### src/rtl/cla_ctrl_pkg.sv
// cla_ctrl_pkg: shared constants, state encoding and index sizing for the serial CLA adder
package cla_ctrl_pkg;
  localparam int NIB = 4;
  typedef logic [1:0] state_t;
  localparam state_t IDLE = 2'd0;
  localparam state_t RUN  = 2'd1;
  localparam state_t DONE = 2'd2;
  function automatic int idx_w(input int width);
    return (width / NIB) <= 1 ? 1 : $clog2(width / NIB);
  endfunction
endpackage

### src/rtl/cla_serial_add_ctrl_slice.sv
// cla4_slice: combinational 4-bit carry-lookahead adder
module cla4_slice (
  input  logic [3:0] a,
  input  logic [3:0] b,
  input  logic       ci,
  output logic [3:0] s,
  output logic       co
);
  logic [3:0] g, p;
  logic [4:0] c;
  assign g = a & b;
  assign p = a ^ b;
  assign c[0] = ci;
  assign c[1] = g[0] | (p[0] & ci);
  assign c[2] = g[1] | (p[1] & g[0]) | (p[1] & p[0] & ci);
  assign c[3] = g[2] | (p[2] & g[1]) | (p[2] & p[1] & g[0]) | (p[2] & p[1] & p[0] & ci);
  assign c[4] = g[3] | (p[3] & g[2]) | (p[3] & p[2] & g[1]) | (p[3] & p[2] & p[1] & g[0])
              | (p[3] & p[2] & p[1] & p[0] & ci);
  assign s = p ^ c[3:0];
  assign co = c[4];
endmodule

### src/rtl/cla_serial_add_ctrl.sv
// cla_serial_add_ctrl: WIDTH-bit adder built by sequencing one 4-bit CLA slice, LSB nibble first
module cla_serial_add_ctrl
  import cla_ctrl_pkg::*;
#(
  parameter int WIDTH = 16
) (
  input  logic             clk,
  input  logic             rst,
  input  logic             in_valid,
  output logic             in_ready,
  input  logic [WIDTH-1:0] a,
  input  logic [WIDTH-1:0] b,
  input  logic             cin,
  output logic             out_valid,
  input  logic             out_ready,
  output logic [WIDTH-1:0] sum,
  output logic             cout,
  output logic             ovf,
  output logic             busy
);
  localparam int NN = WIDTH / NIB;
  localparam int IW = idx_w(WIDTH);
  localparam logic [IW-1:0] LAST = IW'(NN - 1);
  if (WIDTH % NIB != 0 || WIDTH < NIB) begin : g_bad_width
    $error("cla_serial_add_ctrl: WIDTH must be a positive multiple of 4");
  end
  state_t state;
  logic [IW-1:0] idx;
  logic cr;
  logic [WIDTH-1:0] ra, rb;
  logic [NIB-1:0] na, nb, ns;
  logic nc;
  assign na = ra[idx*NIB +: NIB];
  assign nb = rb[idx*NIB +: NIB];
  cla4_slice u_slice (.a(na), .b(nb), .ci(cr), .s(ns), .co(nc));
  assign in_ready = state == IDLE;
  assign out_valid = state == DONE;
  assign busy = state != IDLE;
  always_ff @(posedge clk or posedge rst) begin
    if (rst) begin
      state <= IDLE;
      idx <= '0;
      cr <= 1'b0;
      ra <= '0;
      rb <= '0;
      sum <= '0;
      cout <= 1'b0;
      ovf <= 1'b0;
    end else begin
      case (state)
        IDLE: if (in_valid) begin
          ra <= a;
          rb <= b;
          cr <= cin;
          idx <= '0;
          state <= RUN;
        end
        RUN: begin
          sum[idx*NIB +: NIB] <= ns;
          cr <= nc;
          idx <= idx + 1'b1;
          if (idx == LAST) begin
            cout <= nc;
            ovf <= (ra[WIDTH-1] == rb[WIDTH-1]) & (ns[NIB-1] != ra[WIDTH-1]);
            state <= DONE;
          end
        end
        DONE: if (out_ready) state <= IDLE;
        default: state <= IDLE;
      endcase
    end
  end
endmodule

### config.mk
export PLATFORM = sky130hd
export DESIGN_NAME = cla_serial_add_ctrl
export DESIGN_NICKNAME = d
export VERILOG_FILES = /design/src/rtl/cla_ctrl_pkg.sv /design/src/rtl/cla_serial_add_ctrl_slice.sv /design/src/rtl/cla_serial_add_ctrl.sv
export SDC_FILE = /design/constraint.sdc
export NUM_CORES = 1
export LEC_CHECK = 0
export BUFFER_PORTS_ARGS = -buffer_cell sky130_fd_sc_hd__buf_2
export CORE_MARGIN = 2
export CORE_UTILIZATION = 48
export DETAILED_ROUTE_END_ITERATION = 7
export HOLD_SLACK_MARGIN = 0.1
export PLACE_DENSITY = 0.83
export SETUP_SLACK_MARGIN = 0.05
export SLEW_MARGIN = 20
export SYNTH_ARGS = -nofsm -noshare
export SYNTH_HDL_FRONTEND = slang
export SYNTH_SLANG_ARGS = --single-unit
export TNS_END_PERCENT = 50
### constraint.sdc
create_clock -name clk -period 2.75 [get_ports clk]
set_input_delay 0.275 -clock clk [delete_from_list [all_inputs] [get_ports clk]]
set_output_delay 0.275 -clock clk [all_outputs]
set_load 0.01 [all_outputs]
=== After elaboration in Yosys (flattened, before gate mapping) ===
Cells that the tools add are included.

* Register bits: 55
* Logic and storage cells: 68
* Bits of input ports: 37

* Shift-type cells: 4
* Eq/ne operators: 8
* Reduce and logical (&&, ||, !) cells: 7
* Mux-type cells: 9
* Bitwise operators: 30
* Add/sub/neg operators: 2

{| class="wikitable"
|+ Operator list
! kind !! count
|-
| 4-bit negator with 34-bit output || 1
|-
| 4-bit by 34-bit variable shift with 16-bit output (first input constant) || 1
|-
| 4-bit by 34-bit indexed part select with 16-bit output || 1
|-
| 16-bit by 5-bit indexed part select with 4-bit output || 2
|-
| 1-bit AND || 17
|-
| 16-bit bitwise mux || 1
|-
| 1-bit OR || 10
|-
| 2-bit 2-to-1 mux || 4
|-
| 4-bit XOR || 2
|-
| 2-bit one-hot mux with 3 select lines || 1
|-
| 2-bit AND reduction || 3
|-
| 4-bit AND || 1
|-
| 2-bit equality test (second input constant) || 2
|-
| 2-bit inequality test (second input constant) || 2
|-
| 2-bit one-hot mux with 2 select lines || 1
|-
| 2-bit nonzero test || 2
|-
| 3-bit AND reduction || 1
|-
| 2-bit by 1-bit adder with 2-bit output (second input constant) || 1
|-
| 2-bit by 1-bit equality test with 1-bit output (second input constant) || 1
|-
| 2-bit zero test || 1
|-
| 2-bit by 1-bit inequality test with 1-bit output (second input constant) || 1
|-
| 1-bit one-hot mux with 2 select lines || 1
|-
| 1-bit equality test || 1
|-
| 1-bit 2-to-1 mux || 1
|-
| 1-bit inequality test || 1
|}

=== Longest topological paths before layout ===
Gate-level depths: netlist of run 1.

* Depth after elaboration: 9
* Depth in mapped cells: 7

=== Modules after synthesis ===
A second synthesis of run 1 with hierarchy kept.

* Cell total of the unflattened synthesis: 193
* Area, all modules: 2770.2 µm²

{| class="wikitable"
|+ Modules (own cells, without submodules)
! module !! area an instance (µm²) !! times used !! seq. area each (µm²) !! cells each
|-
| cla_serial_add_ctrl || 2622.5 || 1 || 1376.3 || 176
|-
| cla4_slice || 147.6 || 1 || 0.0 || 17
|}

=== Least setup slack after synthesis of run 1 ===
OpenSTA, ideal clock, no wires.

* Kind: reg-to-reg
* From: register idx[0]
* To: register ovf
* Path buffers: 1
* Clock period less this slack: 2.647 ns
* Setup time: 0.069 ns
* Data required time: 2.681 ns
* Slack: 0.103 ns
* Arrival: 2.578 ns
* Cell stages (with the launch flop): 8
* Path through: dfrtp_1 -> buf_2 -> mux4_2 -> ha_1 -> a21o_1 -> and4_1 -> or4_1 -> nand3_1

* Longest elaborated chain between the ends: 9

{| class="wikitable"
|+ RTL lines
! what !! line !! RTL
|-
| from (decl) || cla_serial_add_ctrl.sv:28 || <nowiki>logic [IW-1:0] idx;</nowiki>
|-
| from (signal assigned) || cla_serial_add_ctrl.sv:61 || <nowiki>idx <= idx + 1'b1;</nowiki>
|-
| 16-bit by 5-bit indexed part select with 4-bit output (on tied branches) || cla_serial_add_ctrl.sv:33, cla_serial_add_ctrl.sv:34 ||
|-
| 4-bit XOR / 4-bit AND (equally long branches) || cla_serial_add_ctrl_slice.sv:12, cla_serial_add_ctrl_slice.sv:11 ||
|-
| 1-bit AND || cla_serial_add_ctrl_slice.sv:16 || <nowiki>assign c[3] = g[2] | (p[2] & g[1]) | (p[2] & p[1] & g[0]) | (p[2] & p[1] & p[0] & ci);</nowiki>
|-
| 1-bit OR / 1-bit AND (equally long branches) (2 in a row) || cla_serial_add_ctrl_slice.sv:16 ||
|-
| 1-bit OR || cla_serial_add_ctrl_slice.sv:16 ||
|-
| 4-bit XOR || cla_serial_add_ctrl_slice.sv:19 || <nowiki>assign s = p ^ c[3:0];</nowiki>
|-
| 1-bit inequality test || cla_serial_add_ctrl.sv:64 || <nowiki>ovf <= (ra[WIDTH-1] == rb[WIDTH-1]) & (ns[NIB-1] != ra[WIDTH-1]);</nowiki>
|-
| 1-bit AND || cla_serial_add_ctrl.sv:64 ||
|-
| to (signal assigned) || cla_serial_add_ctrl.sv:64 ||
|-
| to (decl) || cla_serial_add_ctrl.sv:18 || <nowiki>output logic ovf,</nowiki>
|}

Parallel ways exist; a longest one is shown, timed or not.
A chain may end at the register's enable or synchronous reset.

=== Final worst setup path of run 1 ===
Ends and elaborated chain as after synthesis.

==> impl_summary.log, run 1 <==
[metrics] outcome: finished clean
[metrics] async set-or-reset flop fraction in the synthesized netlist: 100%
[metrics] Min-Delay Path Class: input pin to flip-flop
[metrics] ratio of cells with drive above 1 in the final layout: between 20% and 30%
[metrics] Post-DP HPWL: 4160 um
[metrics] cells taking the most area after synthesis: sky130_fd_sc_hd__dfrtp_1 (53%), sky130_fd_sc_hd__nand2_1 (16%), sky130_fd_sc_hd__mux4_2 (7.0%)
[metrics] Post-Syn Area per Cell: 10.1 um2
[metrics] number of synthesized flops with an enable pin: 0
[metrics] buffer cell driving the clock tree root: sky130_fd_sc_hd__clkbuf_8
[metrics] post-synthesis cell count: between 200 and 300
[metrics] cell area power density: ~1300 mW/mm2
[metrics] flop-to-flop setup slack: approximately 250 ps
[metrics] DRT antenna net count: 0
[metrics] Clock power frac: between 10% and 20%
[metrics] WL/cell: about 14 um
[metrics] Sw Pwr: approximately 1.7 mW
[metrics] synth warn: 0
[metrics] setup repair after global routing missed its margin: false
[metrics] post-synthesis cell type with the largest combined area: sky130_fd_sc_hd__dfrtp_1
[metrics] Finished Cell Area: just over 0.003 mm2
[metrics] Final Max Tran Viols: 0
[metrics] Boundary Pins: 58
[metrics] clock-pin slew on the worst setup and hold paths: around 100 ps
[metrics] number of buffers created by CTS: 5
[metrics] minimum setup slack in the final design: around 250 ps
[metrics] via count of the first global-routing pass: just over 2000
[metrics] weighted congestion at the end of routability-driven global placement: 0.820
[metrics] register share of total power: between 30% and 40%
[metrics] buffers and inverters on the worst path: 1
[metrics] Worst slew margin: between 60% and 70%
[metrics] Worst Hold Path Cells: 3
[metrics] Initial Util: about half
[metrics] FF/Latch Area: between 0.001 and 0.0015 mm2
[metrics] first-pass GRT wire length: just under 10000 um
[metrics] reg2reg path depth: 7
[metrics] routed via count divided by cell count: 5.19
[metrics] relative area change from synthesis to final layout: 18.9%
[metrics] 1st-iter DRT viols: 125
[metrics] most used standard cell by instance count after synthesis: sky130_fd_sc_hd__nand2_1
[metrics] FF+latch count, synth: 55
[metrics] count of unresolved DRC violations after routing: 0
[metrics] TritonCTS clock tree: yes
[metrics] clk_lat worst skew: 310 ps
[metrics] die outline area: between 0.006 and 0.007 mm2
[metrics] Max IR drop VDD: ~0.55 mV
[metrics] combined area of all synthesized cells: around 0.0026 mm2
[metrics] Worst Path Arrival: between 2000 and 3000 ps
[metrics] antenna violations before repair: 0
[metrics] Final Core Density: 59.6%
[metrics] startpoint kind of the worst setup timing path: flip-flop
[metrics] Tightest Pin Transition: 597 ps
[metrics] area fraction of the dominant cell type after synthesis: a little over half
[metrics] number of search-and-repair iterations in the first detailed-routing pass: 5
[metrics] pin count of the biggest net entering global routing: 33
[metrics] Floorplan Core Area: a little over 0.005 mm2
[metrics] Num Clock Sinks: 55
[metrics] Post-Place Worst Slack: -2.11 ps
[metrics] internal portion of total power: 2.20 mW
[metrics] kind of end point of the critical path: flip-flop
[metrics] maximum count of clock buffers along a single path: 2
[metrics] Maximum Capacitance Violations: 0
[metrics] top_reg_cell synth: sky130_fd_sc_hd__dfrtp_1
[metrics] final number of hold-violating endpoints: 0
[metrics] combinational share of power: between 50% and 60%
[metrics] highest clock frequency the design can meet: approximately 0.40 GHz
[metrics] wirelength, routed: about 5600 um
[metrics] CTS H-tree lvls: 2
[metrics] final setup violation count: 0
[metrics] Final #Nets: 367
[metrics] number of unique standard cell types used by synthesis: 33
[metrics] static leakage power: about 1.6 nW
[metrics] WP depth: 7
[metrics] Die Y-Extent: ~77 um
[metrics] gate family responsible for the most delay along the worst path: simple AND/OR/NAND/NOR gates
[metrics] fill cell count: about 450
[metrics] Final Cycle Share: approximately 91%
[metrics] max incr delay on CP: 510 ps
[metrics] portion of the post-synthesis area used by sequential elements: ~53%
[metrics] Ant. Diodes: 0
[metrics] via count of the routed design: roughly 2000
[metrics] slowest stage cell, crit path: sky130_fd_sc_hd__mux4_2
[metrics] Net Count, Synth: around 310
[metrics] number of buffers inserted by port buffering: 57
[metrics] final clock skew: ~9.4 ps
[metrics] Overflow after GRT: 0
[metrics] overall fraction of global-route tracks in use: about a fifth
[metrics] Die X: around 77 um
[metrics] Net Sw Frac: between 40% and 50%
[metrics] Area after DPL: just under 0.003 mm2
[metrics] leading cell types by count after synthesis: sky130_fd_sc_hd__nand2_1 (110), sky130_fd_sc_hd__dfrtp_1 (55), sky130_fd_sc_hd__ha_1 (10)
[metrics] time the final worst path needs with I/O delays and setup: 2500 ps
[metrics] Multi-input gate area: around 0.0012 mm2
[metrics] number of placement rows: 26
[metrics] series of cell instances along the critical path: buf_4 -> mux4_2 -> ha_1 -> o21ai_0 -> o21a_1 -> or4_1 -> nand3_1
[metrics] Setup Crit Path Kind: flip-flop to flip-flop
[metrics] largest driver fanout on the critical path: 12
[metrics] data required time of the worst path: ~3000 ps
registers in the layout, indices dropped and copies added, names as in the netlist:
name   flops
idx        2
cr         1
rb        16
sum       16
ovf        1
state      2
ra        16
cout       1
per-layer routing:
metal,up-vias,wire [um],track usage (%)
li1,986,-,-
met1,962,2470,27.6
met2,62,2790,33.6
met3,10,261,4.07
met4,0,93,6.96
met5,-,0,0
cell usage in the layout, fill, tap and decap left out, drive strengths merged, types with 2 or more instances in the layout:
cell	n
inv	6
nor3	2
xnor2	2
dfrtp	55
nand3	3
nand2	110
nor2b	2
mux4	8
nor2	7
clkbuf	6
or3	2
mux2	2
ha	10
and2b	2
a22o	9
a21oi	2
buf	62
o21ai	7
o31ai	6
logic make-up after synthesis:
| kind of cell | count (synthesis) | share of synthesized area (%) |
|---|---|---|
| muxes | 10 | 7.82 |
| DFF | 55 | 53.1 |
| adders and majority gates | 11 | 5.60 |
| buffers and inverters | 14 | 2.08 |
| AOI/OAI and AO/OA | 29 | 8.02 |
| xor gates and xnor gates | 2 | 0.676 |
| and+or+nand+nor | 136 | 22.7 |
power groups by stage:
stage               clock network (mW)  registers, mW  logic [mW]
floorplan                            0           1.37        1.46
global placement                     0           1.42        1.92
finish                           0.449           1.43        2.05
detailed placement                   0           1.44        2.01
global route                     0.502           1.47        2.31
CTS                              0.468           1.43        2.06
timing repair:
item,4_1_cts,5_1_grt
hold endpoints to repair,29,0
hold buffers,1,0
resized for setup,1,1
setup endpoints to repair,4,3
buffers inserted,0,0
layout make-up:
type / instances / area share (%)
Sequential cell: 55 / 44.7
Timing Repair Buffer: 63 / 10.8
Clock inverter: 1 / 0.162
Clock buffer: 6 / 2.68
Tap cell: 70 / 2.84
Inverter: 6 / 0.731
Multi-Input combinational cell: 188 / 38.1
worst reg2reg max path: cells and delay by family, from the launching register on:
family | cells | cell delay (ps)
AND/OR/NAND/NOR | 2 | 560
buffers and inverters | 1 | 230
multiplexers | 1 | 510
adder cells (fa/ha/maj) | 1 | 350
AO/OA/AOI/OAI | 2 | 320
flip-flops | 1 | 470
worst paths after layout:
path,from,to
worst max-delay path,idx[0],ovf
worst min-delay path,a[3],ra[3]
worst max register to register,idx[0],ovf
worst min register to register,sum[12],sum[12]
max in group asynchronous,rst,sum[2]
min in group asynchronous,rst,rb[5]
per-stage QoR:
step | power, mW | cells | setup TNS, ps | hold slack, ps
after detailed placement | 3.45 | 381 | -2.11 | 377
after floorplan | 2.82 | 257 | 0 | 380
after global routing | 4.28 | 389 | 0 | 152
after global placement | 3.34 | 381 | 0 | 366
after CTS | 3.96 | 389 | 0 | 147
final | 3.93 | 389 | 0 | 158
No activity file was read; power rests on OpenSTA's default activity.
==> run 2, diff against run 1 <==
CORE_UTILIZATION = 55   (was 48)
MAX_ROUTING_LAYER = met4   (was default)
PLACE_DENSITY = 0.79   (was 0.83)
clock period = 3.1 ns   (was 2.75 ns; I/O delays follow)
==> run 2 against run 1 <==
  * Routed wire length down 7.0%
  * Critical path depth decreased by 1
  * Core utilization grew 9.7 points
  * Highest routed layer unchanged
  * Fmax decreased by 7.3%
  * Worst hold slack better by 19 ps
  * Largest cell class unchanged
  * Flip-flop and latch count is the same
==> impl_summary.log, run 2 (synthesized netlist as in run 1, its figures left out) <==
[metrics] outcome: finished clean
[metrics] Final Cycle Share: 87.1% (-3.9 points)
[metrics] Tightest Pin Transition: 593 ps (-3.92 ps)
[metrics] routed via count divided by cell count: 5.37 (+3.5%)
[metrics] Finished Cell Area: 0.00308 mm2 (-0.12%)
[metrics] placed insts: 362 (-5.0%)
[metrics] first-pass GRT wire length: 9190 um (-6.1%)
[metrics] 1st-iter DRT viols: 155 (+24%)
[metrics] number of buffers inserted by port buffering: 57 (unchanged)
[metrics] Top Registers: ra: 16 flops, rb: 16 flops, sum: 16 flops
[metrics] kind of end point of the critical path: flip-flop
[metrics] slowest stage cell, crit path: sky130_fd_sc_hd__dfrtp_1
[metrics] wirelength, routed: 5220 um (-7.0%)
[metrics] cell area power density: 1160 mW/mm2 (-9.4%)
[metrics] Setup Crit Path Kind: flip-flop to flip-flop
[metrics] Floorplan Core Area: 0.00444 mm2 (-14%)
[metrics] Post-DP HPWL: 3770 um (-9.5%)
[metrics] overall fraction of global-route tracks in use: 23.5% (+3.0 points)
[metrics] most frequent cells in the layout: sky130_fd_sc_hd__nand2_1 (109), sky130_fd_sc_hd__buf_2 (57), sky130_fd_sc_hd__dfrtp_1 (55)
[metrics] Num Clock Sinks: 55 (unchanged)
[metrics] Final Max Tran Viols: 0 (unchanged)
[metrics] max incr delay on CP: 650 ps (+140 ps)
[metrics] overall power: 3.55 mW (-9.5%)
[metrics] via count of the routed design: 1993 (-1.3%)
[metrics] WL met2: 2490 um (-11%)
[metrics] Min-Delay Path Class: input pin to flip-flop
[metrics] ratio of cells with drive above 1 in the final layout: 27.0% (-0.31 points)
[metrics] wire length on met3: 291 um (+11%)
[metrics] series of cell instances along the critical path: mux4_2 -> ha_1 -> a21o_1 -> and4_1 -> or4_1 -> nand3_1
[metrics] final clock skew: 10.1 ps (+0.719 ps)
[metrics] time the final worst path needs with I/O delays and setup: 2700 ps (+197 ps)
[metrics] Post-Layout Cell Count: 371 (-4.6%)
[metrics] via count of the first global-routing pass: 2034 (-1.1%)
[metrics] clk_lat worst skew: 320 ps (about the same)
[metrics] Worst slew margin: 60.3% (+0.18 points)
[metrics] weighted congestion at the end of routability-driven global placement: 0.859 (+4.8%)
[metrics] Die X: 72.6 um (-6.2%)
[metrics] Die Y-Extent: 72.6 um (-6.2%)
[metrics] Final Core Density: 69.2% (+9.7 points)
[metrics] Maximum Capacitance Violations: 0 (unchanged)
[metrics] Ant. Diodes: 0 (unchanged)
[metrics] static leakage power: 1.65 nW (+0.52%)
[metrics] TritonCTS clock tree: yes
[metrics] minimum setup slack in the final design: 401 ps (+153 ps)
[metrics] Initial Util: 58.3% (+8.2 points)
[metrics] maximum count of clock buffers along a single path: 2 (unchanged)
[metrics] Final #Nets: 366 (-0.27%)
[metrics] number of buffers inserted by post-CTS setup repair: 0 (unchanged)
[metrics] fill cell count: 358 (-21%)
[metrics] antenna violations before repair: 0 (unchanged)
[metrics] pin count of the biggest net entering global routing: 38 (+15%)
[metrics] die outline area: 0.00528 mm2 (-12%)
[metrics] Area after DPL: 0.00295 mm2 (-1.0%)
[metrics] max layer used: met4
[metrics] Max IR drop VDD: 0.561 mV (+1.3%)
[metrics] CTS H-tree lvls: 2 (unchanged)
[metrics] Overflow after GRT: 0 (unchanged)
[metrics] number of search-and-repair iterations in the first detailed-routing pass: 4 (-1)
[metrics] buffer cell driving the clock tree root: sky130_fd_sc_hd__clkbuf_8
[metrics] startpoint kind of the worst setup timing path: flip-flop
[metrics] final setup violation count: 0 (unchanged)
[metrics] setup_tns: 0 ps (unchanged)
[metrics] data required time of the worst path: 3350 ps (+350 ps)
[metrics] number of buffers created by CTS: 5 (unchanged)
[metrics] clock-pin slew on the worst setup and hold paths: 100 ps (about the same)
[metrics] Boundary Pins: 58 (unchanged)
[metrics] largest driver fanout on the critical path: 9 (-3)
[metrics] Post-Place Worst Slack: 414 ps (+416 ps)
[metrics] Worst Path Arrival: 2950 ps (+200 ps)
[metrics] setup repair after global routing missed its margin: false
[metrics] FF/Latch Area: 0.00138 mm2 (about the same)
[metrics] count of unresolved DRC violations after routing: 0 (unchanged)
[metrics] WL/cell: 14.1 um (-2.5%)
[metrics] Multi-input gate area: 0.00117 mm2 (-0.21%)
[metrics] relative area change from synthesis to final layout: 18.7%
[metrics] DRT antenna net count: 0 (unchanged)
[metrics] worst hold slack after final layout: 177 ps (+18.9 ps)
[metrics] final number of hold-violating endpoints: 0 (unchanged)
[metrics] met1 layer wirelength in the final routing: 2350 um (-5.1%)
[metrics] highest clock frequency the design can meet: 0.370 GHz (-7.3%)
[metrics] most common cell after layout, fill and taps aside: sky130_fd_sc_hd__nand2_1
[metrics] number of placement rows: 24 (-7.7%)
## run 2: changes by cell type in the layout (fill, tap and decap cells not counted), sizes merged
cell,before,now
buf,62,61
bufinv,0,1
## run 2: final timing paths
kind | from | endpoint | slack [ps] | depth (start not counted)
max | idx[0] | ovf | 400 | 6
min | a[12] | ra[12] | 180 | 3
max reg2reg | idx[0] | ovf | 400 | 6
min reg2reg | ra[14] | ra[14] | 480 | 2
max in group asynchronous | rst | rb[11] | 1790 | 4
min in group asynchronous | rst | sum[14] | 510 | 3
## run 2: report_power, final
part / internal (mW) / total, mW / switching [mW]
Clock: 0.262 / 0.493 / 0.231
Sequential: 1.02 / 1.26 / 0.243
Combinational: 0.770 / 1.80 / 1.03
## run 2: critical path: cells and delay by family, from the launching register on
kind            cells  cell delay, ps
compound gates      1             200
fa+ha+maj           1             340
flops               1             650
mux                 1             610
simple gates        3             850
## run 2: area by class of cell
class,instances,share of cell area (%)
flip-flops and latches,55,44.7
multi-input cells,188,38.0
repair buffers,62,10.6
clock buffers,6,2.68
well taps,52,2.11
clock inverters,2,1.14
inverters,6,0.732
## run 2: per-layer routing
metal	track usage (%)	up-vias
li1	-	986
met1	30.2	944
met2	37.5	55
met3	5.39	8
met4	7.61	0
met5	-	-
## run 2: timing repair
item | 4_1_cts | 5_1_grt
endpoints found under the hold margin | 18 | 0
resized for setup | 0 | 0
hold buffers | 1 | 0
